==> src/rtl/ukf_pkg.sv <==
// ukf_pkg: shared phase encoding and per-phase op bookkeeping for the UKF sequencer.
package ukf_pkg;
  typedef enum logic [3:0] {
    S_IDLE       = 4'd0,
    S_GEN_SIGMA  = 4'd1,
    S_PROPAGATE  = 4'd2,
    S_MEAN_COV   = 4'd3,
    S_MEAS_TRANS = 4'd4,
    S_INNOVATION = 4'd5,
    S_UPDATE     = 4'd6,
    S_DONE       = 4'd7,
    S_ERROR      = 4'd8
  } ukf_state_t;
  localparam logic [3:0] OP_GEN_SIGMA  = 4'd1;
  localparam logic [3:0] OP_PROPAGATE  = 4'd2;
  localparam logic [3:0] OP_MEAN_COV   = 4'd3;
  localparam logic [3:0] OP_MEAS_TRANS = 4'd4;
  localparam logic [3:0] OP_INNOVATION = 4'd5;
  localparam logic [3:0] OP_UPDATE     = 4'd6;
  function automatic int ops_per_phase(ukf_state_t s, int n_sigma);
    return (s == S_GEN_SIGMA || s == S_PROPAGATE || s == S_MEAS_TRANS) ? n_sigma :
           (s == S_MEAN_COV || s == S_INNOVATION || s == S_UPDATE) ? 1 : 0;
  endfunction
  function automatic ukf_state_t next_phase(ukf_state_t s, logic mv);
    return s == S_GEN_SIGMA  ? S_PROPAGATE :
           s == S_PROPAGATE  ? S_MEAN_COV :
           s == S_MEAN_COV   ? (mv ? S_MEAS_TRANS : S_DONE) :
           s == S_MEAS_TRANS ? S_INNOVATION :
           s == S_INNOVATION ? S_UPDATE : S_DONE;
  endfunction
endpackage

==> src/rtl/ukf_op_issuer.sv <==
// ukf_op_issuer: req/ack/done handshake for one datapath op with a per-op timeout counter.
module ukf_op_issuer #(
  parameter int TO_W = 16
) (
  input  logic            clk,
  input  logic            rst,
  input  logic            issue,
  input  logic            flush,
  input  logic [TO_W-1:0] timeout_lim,
  input  logic            op_ack,
  input  logic            op_done,
  output logic            op_req,
  output logic            complete,
  output logic            timeout
);
  logic req_q, wait_q, active;
  logic [TO_W-1:0] to_q;
  logic [TO_W:0] to_nx;
  assign active   = req_q | wait_q;
  assign complete = ((req_q & op_ack) | wait_q) & op_done;
  assign to_nx    = {1'b0, to_q} + 1'b1;
  // fires on the cycle the counter would reach the limit, so err shows lim cycles after req
  assign timeout  = active & ~complete & (timeout_lim != '0) & (to_nx >= {1'b0, timeout_lim});
  assign op_req   = req_q;
  always_ff @(posedge clk) begin
    if (rst || flush) begin
      req_q  <= 1'b0;
      wait_q <= 1'b0;
      to_q   <= '0;
    end else if (issue) begin
      req_q  <= 1'b1;
      wait_q <= 1'b0;
      to_q   <= '0;
    end else begin
      req_q  <= req_q & ~op_ack;
      wait_q <= ((req_q & op_ack) | wait_q) & ~op_done;
      to_q   <= active ? to_nx[TO_W-1:0] : to_q;
    end
  end
endmodule

==> src/rtl/ukf_seq_ctrl.sv <==
// ukf_seq_ctrl: predict/update phase sequencer issuing indexed datapath ops with timeout, abort and cycle report.
module ukf_seq_ctrl
  import ukf_pkg::*;
#(
  parameter int N_STATE = 6,
  parameter int N_SIGMA = 2*N_STATE+1,
  parameter int IDX_W   = $clog2(N_SIGMA),
  parameter int TO_W    = 16,
  parameter int CYC_W   = 32
) (
  input  logic             clk,
  input  logic             rst,
  input  logic             start,
  input  logic             meas_valid,
  input  logic             abort,
  input  logic [TO_W-1:0]  timeout_lim,
  output logic             op_req,
  output logic [3:0]       op_code,
  output logic [IDX_W-1:0] op_idx,
  input  logic             op_ack,
  input  logic             op_done,
  output logic             busy,
  output logic             done,
  output logic             err,
  output logic [CYC_W-1:0] cyc_count,
  output logic [3:0]       state_dbg
);
  ukf_state_t state_q, nxt;
  logic [IDX_W-1:0] idx_q;
  logic mv_q, op_phase, last, issue, complete, timeout;
  logic [CYC_W-1:0] cnt_q, cyc_q, cnt_inc;
  always_comb begin
    op_phase = ops_per_phase(state_q, N_SIGMA) != 0;
    last     = int'(idx_q) == ops_per_phase(state_q, N_SIGMA) - 1;
    nxt      = next_phase(state_q, mv_q);
    issue    = ~abort & ((state_q == S_IDLE & start) | (op_phase & complete & ~(last & nxt == S_DONE)));
    cnt_inc  = &cnt_q ? cnt_q : cnt_q + 1'b1;
  end
  ukf_op_issuer #(.TO_W(TO_W)) u_issuer (
    .clk         (clk),
    .rst         (rst),
    .issue       (issue),
    .flush       (abort | timeout),
    .timeout_lim (timeout_lim),
    .op_ack      (op_ack),
    .op_done     (op_done),
    .op_req      (op_req),
    .complete    (complete),
    .timeout     (timeout)
  );
  always_ff @(posedge clk) begin
    if (rst) begin
      state_q <= S_IDLE;
      idx_q   <= '0;
      mv_q    <= 1'b0;
      cnt_q   <= '0;
      cyc_q   <= '0;
    end else if (abort) begin
      state_q <= S_IDLE;
      idx_q   <= '0;
    end else if (state_q == S_IDLE) begin
      if (start) begin
        state_q <= S_GEN_SIGMA;
        idx_q   <= '0;
        mv_q    <= meas_valid;
        cnt_q   <= '0;
      end
    end else begin
      cnt_q <= cnt_inc;
      if (state_q == S_DONE) begin
        state_q <= S_IDLE;
        cyc_q   <= cnt_inc;
      end else if (timeout) begin
        state_q <= S_ERROR;
      end else if (complete) begin
        idx_q <= last ? '0 : idx_q + 1'b1;
        if (last) state_q <= nxt;
      end
    end
  end
  assign op_code   = state_q;
  assign op_idx    = idx_q;
  assign busy      = state_q != S_IDLE;
  assign done      = state_q == S_DONE;
  assign err       = state_q == S_ERROR;
  assign cyc_count = cyc_q;
  assign state_dbg = state_q;
endmodule

==> config.mk <==
export PLATFORM = sky130hd
export DESIGN_NAME = ukf_seq_ctrl
export DESIGN_NICKNAME = d
export VERILOG_FILES = /design/src/rtl/ukf_pkg.sv /design/src/rtl/ukf_op_issuer.sv /design/src/rtl/ukf_seq_ctrl.sv
export SDC_FILE = /design/constraint.sdc
export NUM_CORES = 1
export LEC_CHECK = 0
export CAP_MARGIN = 0
export CORE_ASPECT_RATIO = 2
export CORE_MARGIN = 3
export CORE_UTILIZATION = 50
export CTS_CLUSTER_SIZE = 40
export DETAILED_ROUTE_END_ITERATION = 6
export PLACE_DENSITY = 0.73
export SLEW_MARGIN = 20
export SYNTH_ARGS = -nofsm -noshare
export SYNTH_HDL_FRONTEND = slang
export SYNTH_SLANG_ARGS = --single-unit
==> constraint.sdc <==
create_clock -name clk -period 5.6 [get_ports clk]
set_input_delay 0.84 -clock clk [delete_from_list [all_inputs] [get_ports clk]]
set_output_delay 0.84 -clock clk [all_outputs]
set_load 0.01 [all_outputs]
---- After elaboration in Yosys (flattened, before gate mapping) ----
Cells that the tools add are included.
storage, ports and cells
  register bits ........................... 91
  output and inout bits ................... 48
  word-level logic and storage cells ...... 92
cells by class
  mux-type cells .......................... 24
  order comparisons ....................... 1
  equality and inequality tests ........... 13
  bitwise logic cells ..................... 22
  add/subtract/negate cells ............... 4
  reduce and logical (&&, ||, !) cells .... 20
operator list
  cell                                                                    number
  32-bit 2-to-1 mux                                                       3
  4-bit 2-to-1 mux                                                        13
  32-bit by 1-bit adder with 32-bit output (second input constant)        1
  32-bit AND reduction                                                    1
  32-bit nonzero test                                                     1
  16-bit by 1-bit adder with 17-bit output (second input constant)        1
  17-bit by 16-bit greater-or-equal comparator with 1-bit output          1
  4-bit by 3-bit equality test with 1-bit output (second input constant)  4
  16-bit nonzero test                                                     1
  1-bit AND                                                               12
  4-bit nonzero test                                                      3
  3-bit AND reduction                                                     3
  4-bit by 2-bit equality test with 1-bit output (second input constant)  2
  2-bit 2-to-1 mux                                                        3
  3-bit 2-to-1 mux                                                        2
  1-bit NOT                                                               6
  5-bit equality test                                                     1
  1-bit logical OR                                                        5
  4-bit by 1-bit subtractor with 5-bit output (second input constant)     1
  4-bit by 1-bit adder with 4-bit output (second input constant)          1
  4-bit by 1-bit equality test with 1-bit output (second input constant)  1
  4-bit equality test (second input constant)                             1
  4-bit logical NOT                                                       1
  2-bit by 1-bit != test with 1-bit output (second input constant)        2
  8 further kinds                                                         14

---- Longest topological paths before layout ----
Gate-level depths: netlist of the first run.
  word-level depth ........................ 13
  gate-level depth with buffers ........... 14
  gate-level depth less buffers ........... 12

---- Cells and area by module ----
Synthesis of the first run repeated with hierarchy kept, for this count alone.
second synthesis, totals
  cells, all modules ...................... 664
  area, all modules ....................... 5380.2 sq um
by module, submodules not included
  module         area an instance (sq um)  cells an instance  instances  sequential area each (sq um)
  ukf_seq_ctrl   3911.3                    479                1          1461.4
  ukf_op_issuer  1468.9                    185                1          360.3

---- Least setup slack after synthesis of the first run ----
Ideal clock, no wire load.
  kind .................................... reg2reg
  from .................................... reg u_issuer.to_q[5]
  to ...................................... reg u_issuer.to_q[5]
  path slack .............................. 2.588 ns
  period minus slack after synthesis ...... 3.012 ns
  data required time ...................... 5.536 ns
  setup time .............................. 0.064 ns
  buffers on the path ..................... 3
  data arrival time ....................... 2.948 ns
  cell stages (with the launch flop) ...... 15
  cells stage by stage .................... dfxtp_1 > clkbuf_1 > nand3_1 > nor3_1 > nand3_1 > xnor2_1 > ha_1 > a211oi_1 > o21ai_0 > o221ai_1 > o311ai_0 > a221o_1 > buf_2 > buf_6 > nor2_1
between the ends
  longest elaborated chain between the ends .. 6
ends and longest elaborated chain
  element                                                         RTL line             source
  start: declaration                                              ukf_op_issuer.sv:17  logic [TO_W-1:0] to_q;
  start signal: assignment                                        ukf_op_issuer.sv:37  to_q <= active ? to_nx[TO_W-1:0] : to_q;
  16-bit by 1-bit adder with 17-bit output                        ukf_op_issuer.sv:21  assign to_nx = {1'b0, to_q} + 1'b1;
  net u_issuer.to_nx[13]                                          ukf_op_issuer.sv:18  logic [TO_W:0] to_nx;
  17-bit by 16-bit greater-or-equal comparator with 1-bit output  ukf_op_issuer.sv:23  assign timeout = active & ~complete & (timeout_lim != '0) & (to_nx >= {1'b0, timeout_lim});
  1-bit AND                                                       ukf_op_issuer.sv:23
  1-bit bitwise OR                                                ukf_seq_ctrl.sv:43   .flush (abort | timeout),
  1-bit logical OR                                                ukf_op_issuer.sv:26  if (rst || flush) begin
  2-bit OR reduction (no source line)                             --
The timed path passes the listed nets, and every way through them passes these cells.
A chain may end at the register's enable or synchronous reset.

---- Final worst setup path of the first run ----
  from .................................... reg u_issuer.to_q[0]
  to ...................................... reg u_issuer.to_q[0]
The elaborated chain is that of the path after synthesis.

==> results of run 1 <==
[path summary, 6_finish.rpt]
kind	from	end	cells past startpoint
worst max-delay path	u_issuer.to_q[0]	u_issuer.to_q[0]	11
worst min-delay path	cyc_count[2]	cyc_count[2]	2
worst max register to register	u_issuer.to_q[0]	u_issuer.to_q[0]	11
worst min register to register	cyc_count[2]	cyc_count[2]	2
[metal layers]
metal	GRT usage	share of wire
met1	0.236	0.38
met3	0.0377	0.037
met4	0.111	0.034
met2	0.440	0.55
met5	0	0
[state kept, by name, indices dropped and copies added (netlist names)]
name,cells
u_issuer.wait_q,1
mv_q,1
op_code,4
op_idx,4
cnt_q,32
cyc_count,32
u_issuer.op_req,1
u_issuer.to_q,16
[cell type report]
type,count,area share
Clock buffer,11,0.0380
Clock inverter,5,0.00822
Inverter,27,0.0159
Multi-Input combinational cell,511,0.513
Sequential cell,91,0.285
Tap cell,137,0.0268
Timing Repair Buffer,73,0.113
[through the flow]
stage	power, mW	instance area, sq um	worst slack, ns	hold WS, ns
final	1.35	6390	1.88	0.484
after global routing	1.39	6390	1.64	0.517
after CTS	1.35	6390	1.89	0.491
after detailed placement	0.754	6090	1.81	0.470
after global placement	0.751	6090	1.90	0.462
after floorplan	0.719	5400	2.59	0.458
[worst min-delay path: cells and delay by family (launching register included)]
kind	cells	cell delay (ns)
AO/OA/AOI/OAI	1	0.05
flip-flops	1	0.33
AND/OR/NAND/NOR	1	0.06
[cell families after synthesis]
group / Yosys count / synth area share
simple gates: 278 / 0.277
compound gates: 152 / 0.183
flops: 91 / 0.338
buf+inv: 68 / 0.0564
xor+xnor: 58 / 0.0942
fa+ha+maj: 19 / 0.0441
mux: 4 / 0.00742
[power breakdown]
group          leakage [nW]  switching (mW)  internal [mW]  total, mW
Combinational          1.35          0.0511         0.0357     0.0868
Clock                 0.145           0.251          0.356      0.607
Sequential            0.733         0.00456          0.649      0.654
[synthesized netlist by cell type (8+ instances only)]
master	n
a21oi_1	34
inv_1	27
nand2b_1	10
xnor2_1	31
nor2_1	81
a31oi_1	24
nand2_1	55
nor3_1	13
clkbuf_1	22
a211oi_1	30
nand4_1	15
buf_2	10
ha_1	19
o21ai_0	28
dfxtp_1	91
nand3_1	31
and4_1	8
and3_1	12
xor2_1	27
==> flow_metrics.py, run 1 <==
metrics = {
    "floorplanning": {
        "row_count": 53,
        "coreArea_sq_um": 10500,
        "fp.dieH_um": 153,
        "start_util": 0.512,
        "die_area_sq_um": 12100,
        "die_w_um": 79.5,
        "boundaryPins": 71,
    },
    "timing": {
        "finalSetupViolCount": 0,
        "min_period_ns": 3.72,
        "maxSlewViolCount": 0,
        "relSlewSlack": 0.359,
        "period_share": 0.664,
        "fin_setup_tns_ns": 0,
        "rsz0062_at_grt": "false",
        "fmax_ghz": 0.269,
        "hold_viol": 0,
        "finClkSkew_ns": 0.00881,
        "tightestPinTransition_ns": 0.959,
    },
    "setup_path": {
        "crit_buf_inv": 0,
        "critPathSlowestCell": "o311ai_0",
        "r2r_setup_slack_ns": 1.88,
        "slowest_delay_ns": 0.74,
        "worst_path_most_repeated_cell": "ha_1",
        "crit_fanout": 17,
        "end_kind": "flip-flop",
        "crit_required_ns": 5.80,
        "arrival_ns": 3.92,
        "crit_type": "reg2reg",
        "timing.critical_path.cells": "ha_1, and4_1, nand2b_1, xnor2_1, ha_1, nand4_1, nor3_1, a2111oi_0, o311ai_0, a221o_1, nor2_1",
        "startpoint_type": "flip-flop",
        "crit_family": "compound AO/OA/AOI/OAI gates",
    },
    "synthesis": {
        "ys_ff_latch": 91,
        "ys_seq_area_frac": 0.338,
        "yosys.area.top_type": "dfxtp_1",
        "avgSynthCellArea_sq_um": 8.05,
        "synthesis.nets": 712,
        "synthArstFlopShare": 0,
        "netlist.area_leader.share": 0.338,
        "netlist_area_sq_um": 5400,
        "yosys-top-cells-area": "dfxtp_1, nor2_1, xnor2_1",
        "synth_cells": 670,
        "ys_types": 67,
        "synth_edf_count": 0,
        "ys.warnings.count": 0,
        "synth_top_flop_cell": "dfxtp_1",
    },
    "layout": {
        "post-route-util": 0.606,
        "areaGrowthSynthToFinish_pct": 18.4,
        "fillers": 937,
        "finalNonFillerCells": 855,
        "final_cell_mix": "dfxtp_1, nor2_1, clkdlybuf4s50_1",
        "ff_latch_area_sq_um": 1820,
        "drive_gt1_frac": 0.0571,
        "diodes": 0,
        "multi_input_area_sq_um": 3280,
        "fin_nets": 755,
        "layout_commonest_cell": "dfxtp_1",
    },
    "route": {
        "via_per_inst": 5.88,
        "drcViolationCount": 0,
        "routedWlPerCell_um": 16.4,
        "finalWirelength_um": 14000,
        "drt_iter0_drc": 203,
        "detail-route-antenna-nets": 0,
        "num_vias": 5029,
        "drtPass1Iterations": 5,
    },
    "placed_design": {
        "dp.cells": 839,
        "place_congestion": 0.892,
        "hpwl_um": 10300,
        "numPortBuffers": 70,
    },
    "cts": {
        "cts_buffers": 9,
        "worstSkewPairLatency_ns": 0.35,
        "cts-root-buf": "clkbuf_16",
        "hold_buffers": 0,
        "cts.sinks": 91,
        "path_clk_slew_ns": 0.07,
        "tritoncts": "yes",
        "ctsResizeCount": 0,
        "htree_levels": 3,
        "clk_path_buf_depth": 2,
        "post_cts_buffers": 0,
    },
    "job": {
        "max_cap_viol_count": 0,
    },
    "global_route": {
        "overflow": 0,
        "grt_pass1_wl_um": 22800,
        "grt_max_degree": 62,
        "grt_pass1_vias": 4965,
        "grt_antenna_before_repair": 0,
        "grtUsageTotal": 0.232,
    },
    "pwr": {
        "power_density_nw_per_um2": 211,
        "power_leakage_nw": 2.23,
        "ir_drop_mv": 0.157,
    },
    "status": {
        "status": "finished clean",
    },
    "min_path": {
        "hp-class": "reg2reg",
    },
}
Power figures use the tool's default switching activity.
==> inputs of run 2 (changes only) <==
- PLACE_DENSITY: 0.73 -> 0.76
- clock period: 5.6 -> 3.32 ns (I/O delays scaled with it)
==> flow_metrics.py, run 2 (synthesis gave the netlist of run 1 again) <==
metrics = {
    "placed_design": {
        "place_congestion": 0.890,
        "hpwl_um": 10400,
        "numPortBuffers": 70,
        "dp.cells": 843,
    },
    "floorplanning": {
        "die_w_um": 79.5,
        "die_area_sq_um": 12100,
        "start_util": 0.512,
        "coreArea_sq_um": 10500,
        "row_count": 53,
        "fp.dieH_um": 153,
        "boundaryPins": 71,
    },
    "route": {
        "detail-route-antenna-nets": 0,
        "finalWirelength_um": 14100,
        "routedWlPerCell_um": 16.5,
        "drt_iter0_drc": 176,
        "via_per_inst": 5.98,
        "num_vias": 5136,
        "drtPass1Iterations": 5,
        "drcViolationCount": 0,
    },
    "pwr": {
        "power_density_nw_per_um2": 355,
        "power_leakage_nw": 2.26,
        "ir_drop_mv": 0.286,
    },
    "timing": {
        "tightestPinTransition_ns": 0.787,
        "fin_setup_tns_ns": 0,
        "maxSlewViolCount": 0,
        "rsz0062_at_grt": "false",
        "finClkSkew_ns": 0.00788,
        "hold_viol": 0,
        "fmax_ghz": 0.322,
        "finalSetupViolCount": 0,
        "period_share": 0.937,
        "min_period_ns": 3.11,
        "relSlewSlack": 0.471,
    },
    "layout": {
        "ff_latch_area_sq_um": 1820,
        "diodes": 0,
        "final_cell_mix": "dfxtp_1, nor2_1, clkdlybuf4s50_1",
        "fillers": 919,
        "multi_input_area_sq_um": 3290,
        "layout_commonest_cell": "dfxtp_1",
        "fin_nets": 759,
        "finalNonFillerCells": 859,
        "areaGrowthSynthToFinish_pct": 19.8,
        "drive_gt1_frac": 0.0665,
    },
    "cts": {
        "cts-root-buf": "clkbuf_16",
        "clk_path_buf_depth": 2,
        "tritoncts": "yes",
        "cts_buffers": 9,
        "path_clk_slew_ns": 0.06,
        "htree_levels": 3,
        "worstSkewPairLatency_ns": 0.34,
        "cts.sinks": 91,
        "post_cts_buffers": 0,
    },
    "setup_path": {
        "arrival_ns": 3.37,
        "crit_type": "reg2reg",
        "crit_fanout": 17,
        "end_kind": "flip-flop",
        "startpoint_type": "flip-flop",
        "crit_required_ns": 3.58,
    },
    "global_route": {
        "grt_pass1_wl_um": 23900,
        "grtUsageTotal": 0.240,
        "grt_pass1_vias": 5262,
        "grt_antenna_before_repair": 0,
        "grt_max_degree": 62,
        "overflow": 0,
    },
    "min_path": {
        "hp-class": "reg2reg",
    },
    "job": {
        "max_cap_viol_count": 0,
    },
    "status": {
        "status": "finished clean",
    },
}
## run 2: stage by stage
stage | power (mW) | utilization | cell area (sq um) | hold WS (ns) | worst slack, ns
2_1_floorplan | 1.21 | - | 5400 | 0.458 | 0.308
3_3_place_gp | 1.27 | 0.582 | 6140 | 0.441 | 0.216
3_5_place_dp | 1.28 | 0.582 | 6140 | 0.450 | 0.0369
4_1_cts | 2.31 | 0.611 | 6440 | 0.458 | 0.0278
5_1_grt | 2.37 | 0.613 | 6460 | 0.500 | 0.00696
6_report | 2.29 | 0.613 | 6460 | 0.457 | 0.211
## run 2: layout make-up
type	instances	share of cell area
timing repair buffer	77	0.118
clock buffer	13	0.0403
sequential	91	0.282
clock inverter	3	0.00716
multi-input combinational	511	0.510
tap	137	0.0265
inverter	27	0.0157
## run 2: power breakdown
part	switching [mW]	total [mW]	internal, mW
combinational	0.0887	0.153	0.0646
clock	0.412	1.04	0.627
sequential	0.00806	1.10	1.09
## run 2: worst paths after layout
path / start / endpoint / slack [ns] / cells after the start
worst max-delay path: u_issuer.to_q[1] / u_issuer.wait_q / 0.21 / 13
worst min-delay path: cyc_count[2] / cyc_count[2] / 0.46 / 2
worst max register to register: u_issuer.to_q[1] / u_issuer.wait_q / 0.21 / 13
worst min register to register: cyc_count[2] / cyc_count[2] / 0.46 / 2
## run 2: metal layers
layer  GRT usage  wire length (um)  vias to the layer above
met5           0                 0                        -
met4       0.121               518                        0
met3      0.0313               573                       43
met2       0.450              7940                      172
met1       0.250              5110                     2410
li1            -                 -                     2511
## run 2: worst max-delay path, cell delays in order (launching register included)
cell,delay [ns]
dfxtp_1,0.38
ha_2,0.23
and4_1,0.27
nand2b_1,0.12
nor2_1,0.14
xor2_1,0.18
ha_1,0.27
a211oi_1,0.24
o21ai_0,0.13
o221ai_1,0.18
o311ai_1,0.20
a221o_1,0.40
buf_12,0.16
nor3_1,0.12
## run 2: what timing repair did
action | in CTS | in global routing
resized for setup | 0 | 6
hold buffers | 0 | 0
setup endpoints to repair | 0 | 21
==> inputs of run 3 (changes only) <==
- GPL_ROUTABILITY_DRIVEN: unset -> 0
==> flow_metrics.py, run 3 (synthesis gave the netlist of run 1 again) <==
metrics = {
    "status": {
        "status": "finished clean",
    },
    "floorplanning": {
        "start_util": 0.512,
        "boundaryPins": 71,
        "coreArea_sq_um": 10500,
        "die_w_um": 79.5,
        "fp.dieH_um": 153,
        "die_area_sq_um": 12100,
        "row_count": 53,
    },
    "timing": {
        "maxSlewViolCount": 0,
        "relSlewSlack": 0.485,
        "min_period_ns": 3.12,
        "finClkSkew_ns": 0.00568,
        "tightestPinTransition_ns": 0.767,
        "fin_ws_ns": 0.203,
        "fmax_ghz": 0.321,
        "fin_setup_tns_ns": 0,
        "hold_viol": 0,
        "finalSetupViolCount": 0,
        "rsz0062_at_grt": "false",
        "period_share": 0.939,
    },
    "placed_design": {
        "numPortBuffers": 70,
        "pre_cts_slack_ns": 0.0694,
        "place_area_sq_um": 6140,
        "hpwl_um": 10300,
    },
    "route": {
        "num_vias": 5149,
        "routedWlPerCell_um": 16.3,
        "drcViolationCount": 0,
        "finalWirelength_um": 14000,
        "detail-route-antenna-nets": 0,
        "drt_iter0_drc": 215,
        "drtPass1Iterations": 4,
        "via_per_inst": 5.99,
    },
    "cts": {
        "htree_levels": 3,
        "post_cts_buffers": 0,
        "cts.sinks": 91,
        "path_clk_slew_ns": 0.07,
        "cts_buffers": 9,
        "clk_path_buf_depth": 2,
        "cts-root-buf": "clkbuf_16",
        "worstSkewPairLatency_ns": 0.34,
        "tritoncts": "yes",
    },
    "setup_path": {
        "crit_type": "reg2reg",
        "crit_required_ns": 3.58,
        "startpoint_type": "flip-flop",
        "startpoint": "u_issuer.to_q[0]",
        "worstReg2RegEnd": "u_issuer.wait_q",
        "arrival_ns": 3.38,
        "crit_fanout": 17,
        "endpoint": "u_issuer.wait_q",
        "r2r_setup_slack_ns": 0.20,
        "worst_r2r_path_depth": 13,
        "reg2reg_from": "u_issuer.to_q[0]",
        "end_kind": "flip-flop",
    },
    "global_route": {
        "overflow": 0,
        "grt_pass1_wl_um": 23000,
        "grt_max_degree": 62,
        "grt_antenna_before_repair": 0,
        "grt_pass1_vias": 5034,
        "grtUsageTotal": 0.234,
    },
    "layout": {
        "final_cell_mix": "dfxtp_1, nor2_1, clkdlybuf4s50_1",
        "fin_nets": 759,
        "layout_commonest_cell": "dfxtp_1",
        "fillers": 911,
        "diodes": 0,
        "design_area_sq_um": 6460,
        "drive_gt1_frac": 0.0679,
        "post-route-util": 0.612,
        "areaGrowthSynthToFinish_pct": 19.7,
    },
    "min_path": {
        "hp-start": "cyc_count[2]",
        "hold_depth": 2,
        "hp-class": "reg2reg",
    },
    "job": {
        "max_cap_viol_count": 0,
    },
    "pwr": {
        "power_mw": 2.27,
        "power_density_nw_per_um2": 352,
        "ir_drop_mv": 0.275,
        "power_leakage_nw": 2.25,
    },
}
==> run 3: changes by cell type in the layout (fill, tap and decap cells not counted), sizes merged <==
cell      delta
clkbuf       -3
clkinvlp     +2
clkinv       +1
==> run 3: worst min-delay path by stage <==
| stage | end |
|---|---|
| after detailed placement | cyc_count[2] |
| after floorplan | cnt_q[26] |
| after global routing | cyc_count[12] |
| after CTS | cyc_count[2] |
| after global placement | cyc_count[2] |
| final | cyc_count[2] |
==> run 3: where the power goes <==
part           switching [mW]  internal (mW)  leakage [nW]
registers             0.00791           1.09         0.733
clock network           0.436          0.584         0.135
logic                  0.0877         0.0646          1.38
==> run 3: metal layers <==
metal  global-route usage  part of all wire  wire length (um)  up-vias
met5                    0                 0                 0        -
met1                0.243              0.37              5220     2435
met3               0.0377             0.035               487       44
li1                     -                 -                 -     2501
met2                0.433              0.55              7780      169
met4                0.120             0.038               531        0
==> run 3: critical path, cell delays in order, from the launching register on <==
cell	delay, ns
dfxtp_1	0.41
ha_1	0.25
and4_1	0.29
nand2b_1	0.12
nor2_1	0.13
xor2_1	0.21
ha_1	0.27
a211oi_1	0.20
o21ai_0	0.14
o221ai_1	0.20
o311ai_2	0.18
a221o_1	0.37
buf_12	0.16
nor3_1	0.11
==> run 3: area by class of cell <==
cell class	instances	area (sq um)	share of cell area
clock buffer	10	229	0.0355
clock inverter	6	66.3	0.0103
inverter	27	101	0.0157
multi-input combinational	511	3300	0.511
sequential	91	1820	0.282
tap	137	171	0.0265
timing repair buffer	77	766	0.119
==> run 3: timing repair <==
item	4_1_cts	5_1_grt
hold endpoints to repair	0	0
resized for setup	0	7
endpoints found under the setup margin	0	22
hold buffers	0	0
==> run 3: stage by stage <==
| stage | hold slack [ns] | std cells |
|---|---|---|
| 6_report | 0.457 | 859 |
| 3_5_place_dp | 0.452 | 843 |
| 5_1_grt | 0.485 | 859 |
| 3_3_place_gp | 0.443 | 843 |
| 2_1_floorplan | 0.458 | 670 |
| 4_1_cts | 0.462 | 859 |
